### src/rtl/pair_gen_pkg.sv
// Shared definitions for the pair-generation sequencer: FSM encoding and default sizes.
package pair_gen_pkg;

  localparam int DEF_DW = 8;
  localparam int DEF_AW = 8;
  localparam int NMAX   = 2**DEF_AW - 1;
  localparam int CW     = 2*DEF_AW;

  typedef logic [1:0] state_t;

  localparam state_t ST_CLEAR = 2'd0;
  localparam state_t ST_LOAD  = 2'd1;
  localparam state_t ST_CALC  = 2'd2;
  localparam state_t ST_DRAIN = 2'd3;

endpackage

### src/rtl/pair_skid_buf.sv
// Two-entry valid/ready buffer holding engine pairs; head entry drives the output.
module pair_skid_buf #(
  parameter int W = 16
) (
  input  logic         clk,
  input  logic         rst,
  input  logic         flush,
  input  logic         in_valid,
  output logic         in_ready,
  input  logic [W-1:0] in_data,
  output logic         out_valid,
  input  logic         out_ready,
  output logic [W-1:0] out_data,
  output logic [1:0]   occ
);

  logic [W-1:0] head_q;
  logic [W-1:0] tail_q;
  logic         push;
  logic         pop;

  assign in_ready  = (occ != 2'd2);
  assign out_valid = (occ != 2'd0);
  assign out_data  = head_q;
  assign push      = in_valid & in_ready;
  assign pop       = out_valid & out_ready;

  always_ff @(posedge clk or posedge rst) begin
    if (rst) begin
      occ    <= 2'd0;
      head_q <= '0;
      tail_q <= '0;
    end else if (flush) begin
      occ <= 2'd0;
    end else if (push && pop) begin
      // Occupancy is unchanged; the incoming pair lands behind whatever remains.
      if (occ == 2'd1) begin
        head_q <= in_data;
      end else begin
        head_q <= tail_q;
        tail_q <= in_data;
      end
    end else if (pop) begin
      head_q <= tail_q;
      occ    <= occ - 2'd1;
    end else if (push) begin
      if (occ == 2'd0) head_q <= in_data;
      else             tail_q <= in_data;
      occ <= occ + 2'd1;
    end
  end

endmodule

### src/rtl/pair_gen_ctrl.sv
// Sequencer around the nested-for pair engine: loads one batch, drains all ordered pairs
// with backpressure, then clears the engine for the next batch.
module pair_gen_ctrl
  import pair_gen_pkg::*;
#(
  parameter int DW = DEF_DW,
  parameter int AW = DEF_AW
) (
  input  logic            clk,
  input  logic            rst,
  // Streams: a beat transfers on a rising clk edge where valid & ready are both high;
  // valid never depends on ready, and data/last are held while valid waits for ready.
  input  logic            in_valid,
  output logic            in_ready,
  input  logic [DW-1:0]   in_data,
  input  logic            in_last,
  output logic            out_valid,
  input  logic            out_ready,
  output logic [2*DW-1:0] out_data,
  output logic            out_last,
  output logic            busy,
  output logic            err_overflow,
  output logic            fifo_clr,
  output logic            fifo_we,
  output logic [DW-1:0]   fifo_din,
  output logic            fifo_re,
  input  logic            fifo_valid,
  input  logic [2*DW-1:0] fifo_dout,
  output state_t          state_dbg
);

  localparam int            TW     = 2*AW;
  localparam logic [AW-1:0] ONE    = 1;
  localparam logic [AW-1:0] NMAX_L = '1;

  state_t        state;
  state_t        state_nxt;
  logic [AW-1:0] n_cnt;
  logic [TW-1:0] n_ext;
  logic [TW-1:0] total;
  logic [TW-1:0] issued;
  logic [TW-1:0] emitted;
  logic          inflight;
  logic          in_fire;
  logic          out_fire;
  logic          at_cap;
  logic          skid_push;
  logic          skid_in_ready;
  logic [1:0]    skid_occ;

  assign in_fire   = in_valid & in_ready;
  assign out_fire  = out_valid & out_ready;
  assign at_cap    = (n_cnt == NMAX_L - ONE);
  assign n_ext     = TW'(n_cnt);
  assign skid_push = (state == ST_DRAIN) & fifo_valid;
  assign state_dbg = state;

  always_comb begin
    in_ready     = (state == ST_LOAD);
    busy         = (state != ST_LOAD);
    fifo_clr     = (state == ST_CLEAR);
    fifo_we      = in_fire;
    fifo_din     = in_fire ? in_data : '0;
    err_overflow = in_fire & at_cap & ~in_last;
    // One read may be in flight, so reserve skid room for it before issuing another.
    fifo_re      = (state == ST_DRAIN) && (issued < total) && skid_in_ready &&
                   (({1'b0, skid_occ} + {2'b00, inflight}) < 3'd2);
    out_last     = out_valid && (emitted == total - TW'(1));
  end

  always_comb begin
    state_nxt = state;
    case (state)
      ST_CLEAR: state_nxt = ST_LOAD;
      ST_LOAD:  if (in_fire && (in_last || at_cap)) state_nxt = ST_CALC;
      ST_CALC:  state_nxt = (n_cnt <= ONE) ? ST_CLEAR : ST_DRAIN;
      ST_DRAIN: if (out_fire && out_last) state_nxt = ST_CLEAR;
      default:  state_nxt = ST_CLEAR;
    endcase
  end

  always_ff @(posedge clk or posedge rst) begin
    if (rst) begin
      state    <= ST_CLEAR;
      n_cnt    <= '0;
      total    <= '0;
      issued   <= '0;
      emitted  <= '0;
      inflight <= 1'b0;
    end else begin
      state    <= state_nxt;
      inflight <= fifo_re;
      case (state)
        ST_CLEAR: begin
          n_cnt   <= '0;
          issued  <= '0;
          emitted <= '0;
        end
        ST_LOAD: if (in_fire) n_cnt <= n_cnt + ONE;
        ST_CALC: total <= (n_ext * (n_ext - TW'(1))) >> 1;
        ST_DRAIN: begin
          if (fifo_re)  issued  <= issued + TW'(1);
          if (out_fire) emitted <= emitted + TW'(1);
        end
        default: ;
      endcase
    end
  end

  pair_skid_buf #(.W(2*DW)) u_skid (
    .clk       (clk),
    .rst       (rst),
    .flush     (fifo_clr),
    .in_valid  (skid_push),
    .in_ready  (skid_in_ready),
    .in_data   (fifo_dout),
    .out_valid (out_valid),
    .out_ready (out_ready),
    .out_data  (out_data),
    .occ       (skid_occ)
  );

endmodule

### config.mk
export PLATFORM = sky130hd
export DESIGN_NAME = pair_gen_ctrl
export DESIGN_NICKNAME = d
export VERILOG_FILES = /design/src/rtl/pair_gen_pkg.sv /design/src/rtl/pair_skid_buf.sv /design/src/rtl/pair_gen_ctrl.sv
export SDC_FILE = /design/constraint.sdc
export NUM_CORES = 1
export LEC_CHECK = 0
export ABC_AREA = 1
export ABC_CLOCK_PERIOD_IN_PS = 13600
export BUFFER_PORTS_ARGS = -buffer_cell sky130_fd_sc_hd__buf_2
export CAP_MARGIN = 20
export CORE_ASPECT_RATIO = 0.6
export CORE_MARGIN = 2
export CORE_UTILIZATION = 67
export CTS_BUF_LIST = sky130_fd_sc_hd__clkbuf_8 sky130_fd_sc_hd__clkbuf_16
export DETAILED_ROUTE_END_ITERATION = 8
export MAX_ROUTING_LAYER = met4
export PLACE_DENSITY = 0.86
export SYNTH_ARGS = -nofsm -noshare
export SYNTH_HDL_FRONTEND = slang
export SYNTH_SLANG_ARGS = --single-unit
### constraint.sdc
create_clock -name clk -period 13.6 [get_ports clk]
set_clock_uncertainty 0.1 [all_clocks]
set_input_delay 2.04 -clock clk [delete_from_list [all_inputs] [get_ports clk]]
set_output_delay 2.04 -clock clk [all_outputs]
set_load 0.005 [all_outputs]
Word level (Yosys, flattened, before mapping)
Index checks and enable logic that the tools add are counted.
- add/subtract/negate cells: 8
- $mul: 1
- order comparisons: 3
- eq/ne operators: 17
- multiplexer cells: 25
- bitwise gates (word level): 8
- reduce and logical (&&, ||, !) cells: 24
- operators with widths (cell ; count):
    $mux 16 ; 12
    $pmux 16 s2 ; 2
    $add 16x1->16 const B ; 2
    $eq 16x16->1 ; 1
    $lt 16x15->1 ; 1
    $mul 9x9->16 ; 1
    $mux 8 ; 2
    $pmux 8 s2 ; 1
    $sub 15x1->16 const B ; 1
    $mux 2 ; 7
    $ne 2x1->1 const B ; 6
    $ne 2x2->1 const B ; 5
    $reduce_and 2->1 ; 5
    $reduce_bool 3->1 ; 3
    $sub 8x1->9 const B ; 1
    $add 8x1->8 const B ; 1
    $eq 8x8->1 const B ; 1
    $le 8x1->1 const B ; 1
    $pmux 2 s4 ; 1
    $reduce_bool 2->1 ; 4
    $logic_and 1x1->1 ; 7
    $and 1x1->1 ; 6
    $reduce_and 5->1 ; 1
    $eq 2x1->1 const B ; 2
    9 further kinds ; 12
- bits in registers: 92
- input port bits: 30
- output and inout port bits: 34
- logic and storage cells: 95

Logic depth before layout (Yosys ltp)
- depth after elaboration: 7
- depth in mapped cells: 27
- depth with buffers taken out: 26

Cells and area by module
A second synthesis with hierarchy kept.
- cells, all modules: 1238
- area, all modules: 8787.2 µm²
- modules (own cells, without submodules) (module ; instances ; cells an instance ; area each (µm²) ; sequential area each (µm²)):
    pair_gen_ctrl ; 1 ; 918 ; 6666.4 ; 1451.4
    pair_skid_buf ; 1 ; 320 ; 2120.8 ; 850.8

Worst setup path before layout
Ideal clock, no wire load.
- path kind: reg-to-reg
- from: register n_cnt[0]
- to: register total[14]
- setup time: 131 ps
- arrival: 5295 ps
- required time: 13369 ps
- path slack: 8074 ps
- cell stages (with the launch flop): 22
- path buffers: 1
- clock period less this slack: 5526 ps
- cells stage by stage: dfrtp_1 inv_1 buf_1 ha_1 nand3_1 ha_1 inv_1 nand2_1 fa_1 fa_1 inv_1 fa_1 fa_1 inv_1 fa_1 inv_1 ha_1 a21oi_1 o21ai_0 a31oi_1 xnor2_1 o21ai_1
- longest elaborated chain between the ends: 2
- RTL lines (element ; RTL line ; text):
    from (decl) ; pair_gen_ctrl.sv:38 ; logic [AW-1:0] n_cnt;
    from (signal assigned) ; pair_gen_ctrl.sv:99 ; ST_LOAD: if (in_fire) n_cnt <= n_cnt + ONE;
    $sub 8x1->9 ; pair_gen_ctrl.sv:100 ; ST_CALC: total <= (n_ext * (n_ext - TW'(1))) >> 1;
    $mul 9x9->16 * ; pair_gen_ctrl.sv:100 ;
    to (signal assigned) ; pair_gen_ctrl.sv:100 ;
    to (decl) ; pair_gen_ctrl.sv:40 ; logic [TW-1:0] total;
Mark *: on every way between the ends. The rest lies on a longest branch, timed or not.
A chain may end at the register's enable or synchronous reset.

Final worst setup path
Ends and elaborated chain as after synthesis.

==> run metrics <==
status=finished clean; DRT Pass-1 Iters=8; CTS tree=done; final max-slew violation count=0; drt initial violations=about 680; reg-to-reg startpoint=n_cnt[0]; adder-cell share of the synthesized area=22.4%; Syn Nets=1174; largest family of logic cells by synthesized area=simple AND/OR/NAND/NOR gates; # H-tree levels=3; most common cell after layout, fill and taps aside=nand2_1; post-route ant nets=0; Vias/cell=5.64; largest net degree at the start of global routing=between 70 and 80; CTS Buffer Depth=2; Post-Synth XOR/XNOR Area=under 10%; Initial Utilization=69.6%; I/O pins=64; Crit Path Category=reg2reg; Pwr Density=between 100 and 150 nW/um^2; initial antenna violation count=0; Setup-failing EPs final=0; Rel. slew slack=38.5%; Tightest Hold Check Type=reg2reg; EDFF count, synth=0; n_diodes=0; WL per Instance=15.9 um; Compound-Gate Fraction of Synth Area=a little under a tenth; final net count=approximately 1200; Yosys reg bits=roughly 90; worst r2r path cells=20; total gr overflow=0; max incr delay on CP=roughly 550 ps; Tcrit/Tclk final=between 40% and 50%; layout cell share with drive strength beyond 1=approximately an eighth; ys async rst share=100%; mux cell area share after synthesis=under 10%; Worst-Skew Late Latency=around 340 ps; Die Wd=around 140 um; CP Data Required Time=approximately 14000 ps; via count=~7000; CTS root buf=clkbuf_16; TNS Setup=0 ps; die height=between 80 and 90 um; worst slew pin tran=922 ps; Reg2Reg Setup Slack=7610 ps; full die area=around 13000 sq um; crit path buf inv count=5; Core ar.=between 10000 and 15000 sq um; critical path arrival=6100 ps; drt drc=0; CTS clk-pin slew, worst paths=around 70 ps; Max Fanout on Critical Path=16; hold slack=406 ps; Distinct cells, synth=49; Hold Path Depth=1; Post-Route WL=19.8 mm; min-delay src=u_skid.tail_q[11]; CP Launch Type=flop; worst vdd ir=about 0.087 mV; Avg Synthesized Cell Area=7.76 sq um; routability cong.=1.02; critical path's slowest cell=fa_1; vias in the first global route=about 6200; delay-heaviest family, CP=adder cells; Final min period=between 5000 and 6000 ps; reg2reg end=total[14]; Setup crit end kind=flop; yosys warns=0; HPWL reported at the end of detailed placement=15.8 mm; Port-buffer cells=63; Setup Buffers After CTS=0; main flop type after synthesis=dfrtp_1; number of CTS-inserted buffers=9; highest clock rate=about 170 MHz; final hold violation count=0; clk sink count=92; first-pass GRT wire length=32.1 mm; area grow syn2layout=9.25%; Simple-Gate Fraction of Synth Area=about a quarter; worst hold endpoint=u_skid.tail_q[11]; # resized after CTS=0; Synth Cell Area=about 8000 sq um; Std-Cell Rows=30; critical path cell sequence=inv_1 -> ha_1 -> nand3_1 -> ha_1 -> inv_1 -> nand2_1 -> fa_1 -> fa_1 -> inv_1 -> fa_1 -> fa_1 -> inv_1 -> fa_1 -> inv_1 -> ha_1 -> a21oi_1 -> o21ai_0 -> a31oi_1 -> xnor2_1 -> o21ai_1; leak pwr=between 4 and 5 nW; Post-Syn Instances=1027; sequential element share of the synthesized area=between 20% and 30%; RSZ-0062 raised after global routing=no; MaxCap Viol Count=0; global-route usage over all layers=34.0%; commonest non-fill, non-tap cells in the layout=199 x nand2_1, 184 x inv_1, 127 x nor2_1, 92 x dfrtp_1, 74 x ha_1; CTS Hold Bufs=0
==> report_power, final <==
| part | leakage, nW | internal [mW] | switching, mW | total (mW) |
|---|---|---|---|---|
| Sequential | 1.11 | 0.346 | 0.0541 | 0.400 |
| Clock | 0.143 | 0.130 | 0.119 | 0.248 |
| Combinational | 3.49 | 0.135 | 0.190 | 0.325 |
==> synth_stat cells, drive strengths merged, types with 2 or more instances <==
cell	count	share of area, %
xor2	14	1.5
a31oi	2	0.16
a22oi	2	0.19
buf	17	1.2
dfrtp	92	29
nand4	12	0.94
clkbuf	6	0.28
o31ai	2	0.19
o22ai	22	1.7
or2	2	0.16
o211ai	4	0.55
nand3	56	3.6
a211oi	3	0.44
ha	74	12
nor3	18	1.5
o21a	2	0.19
nor3b	2	0.19
o21ai	60	3.9
nor2	136	6.9
xnor2	12	1.3
inv	189	8.9
a21oi	28	1.8
fa	43	11
nor4	2	0.24
nand2	205	9.9
mux2	16	2.3
==> state kept, by name (all words and copies together) (netlist names) <==
| register | count |
|---|---|
| u_skid.occ | 2 |
| u_skid.tail_q | 16 |
| state_dbg | 2 |
| issued | 16 |
| u_skid.out_data | 16 |
| total | 15 |
| inflight | 1 |
| n_cnt | 8 |
| emitted | 16 |
==> area by class of cell <==
| cell class | instances | area, sq um |
|---|---|---|
| repair buffers | 67 | 353 |
| well taps | 160 | 200 |
| fillers | 866 | 2750 |
| multi-input cells | 723 | 4840 |
| clock buffers | 9 | 225 |
| flip-flops and latches | 92 | 2300 |
| clock inverters | 7 | 72.6 |
| inverters | 189 | 711 |
==> worst max path at each step <==
stage / to / startpoint / cells after the start / slack, ps
finish: total[14] / n_cnt[0] / 20 / 7610
global route: total[13] / n_cnt[0] / 24 / 7270
CTS: total[14] / n_cnt[0] / 20 / 7690
detailed placement: total[14] / n_cnt[0] / 20 / 7720
global placement: total[14] / n_cnt[0] / 20 / 7840
floorplan: total[14] / n_cnt[0] / 21 / 8070
==> stage by stage <==
stage          setup slack (ps)  instance area, sq um  power [mW]  utilization [%]  cells
2_1_floorplan              8070                  7970       0.636                -   1027
3_3_place_gp               7840                  8390       0.706             73.3   1230
3_5_place_dp               7720                  8390       0.718             73.3   1230
4_1_cts                    7690                  8690       0.970             75.9   1246
5_1_grt                    7270                  8700        1.04             76.0   1247
6_report                   7610                  8700       0.974             76.0   1247
==> metal layers <==
layer  wire (um)  track usage [%]  vias to the layer above  share of wire (%)
met5           0                -                        -                  0
met1        9610             52.9                     3247                 48
met4         156             6.18                        0               0.79
met3        2590             11.9                       20                 13
met2        7480             42.1                      388                 38
li1            -                -                     3378                  -
==> cell families (layout without fill, tap and decap cells) <==
family | after synthesis | after routing
muxes | 16 | 16
xor gates and xnor gates | 26 | 26
buffers and inverters | 212 | 272
AOI/OAI and AO/OA | 129 | 129
DFF | 92 | 92
adders and majority gates | 117 | 117
and+or+nand+nor | 435 | 435
Power figures use the tool's default switching activity.
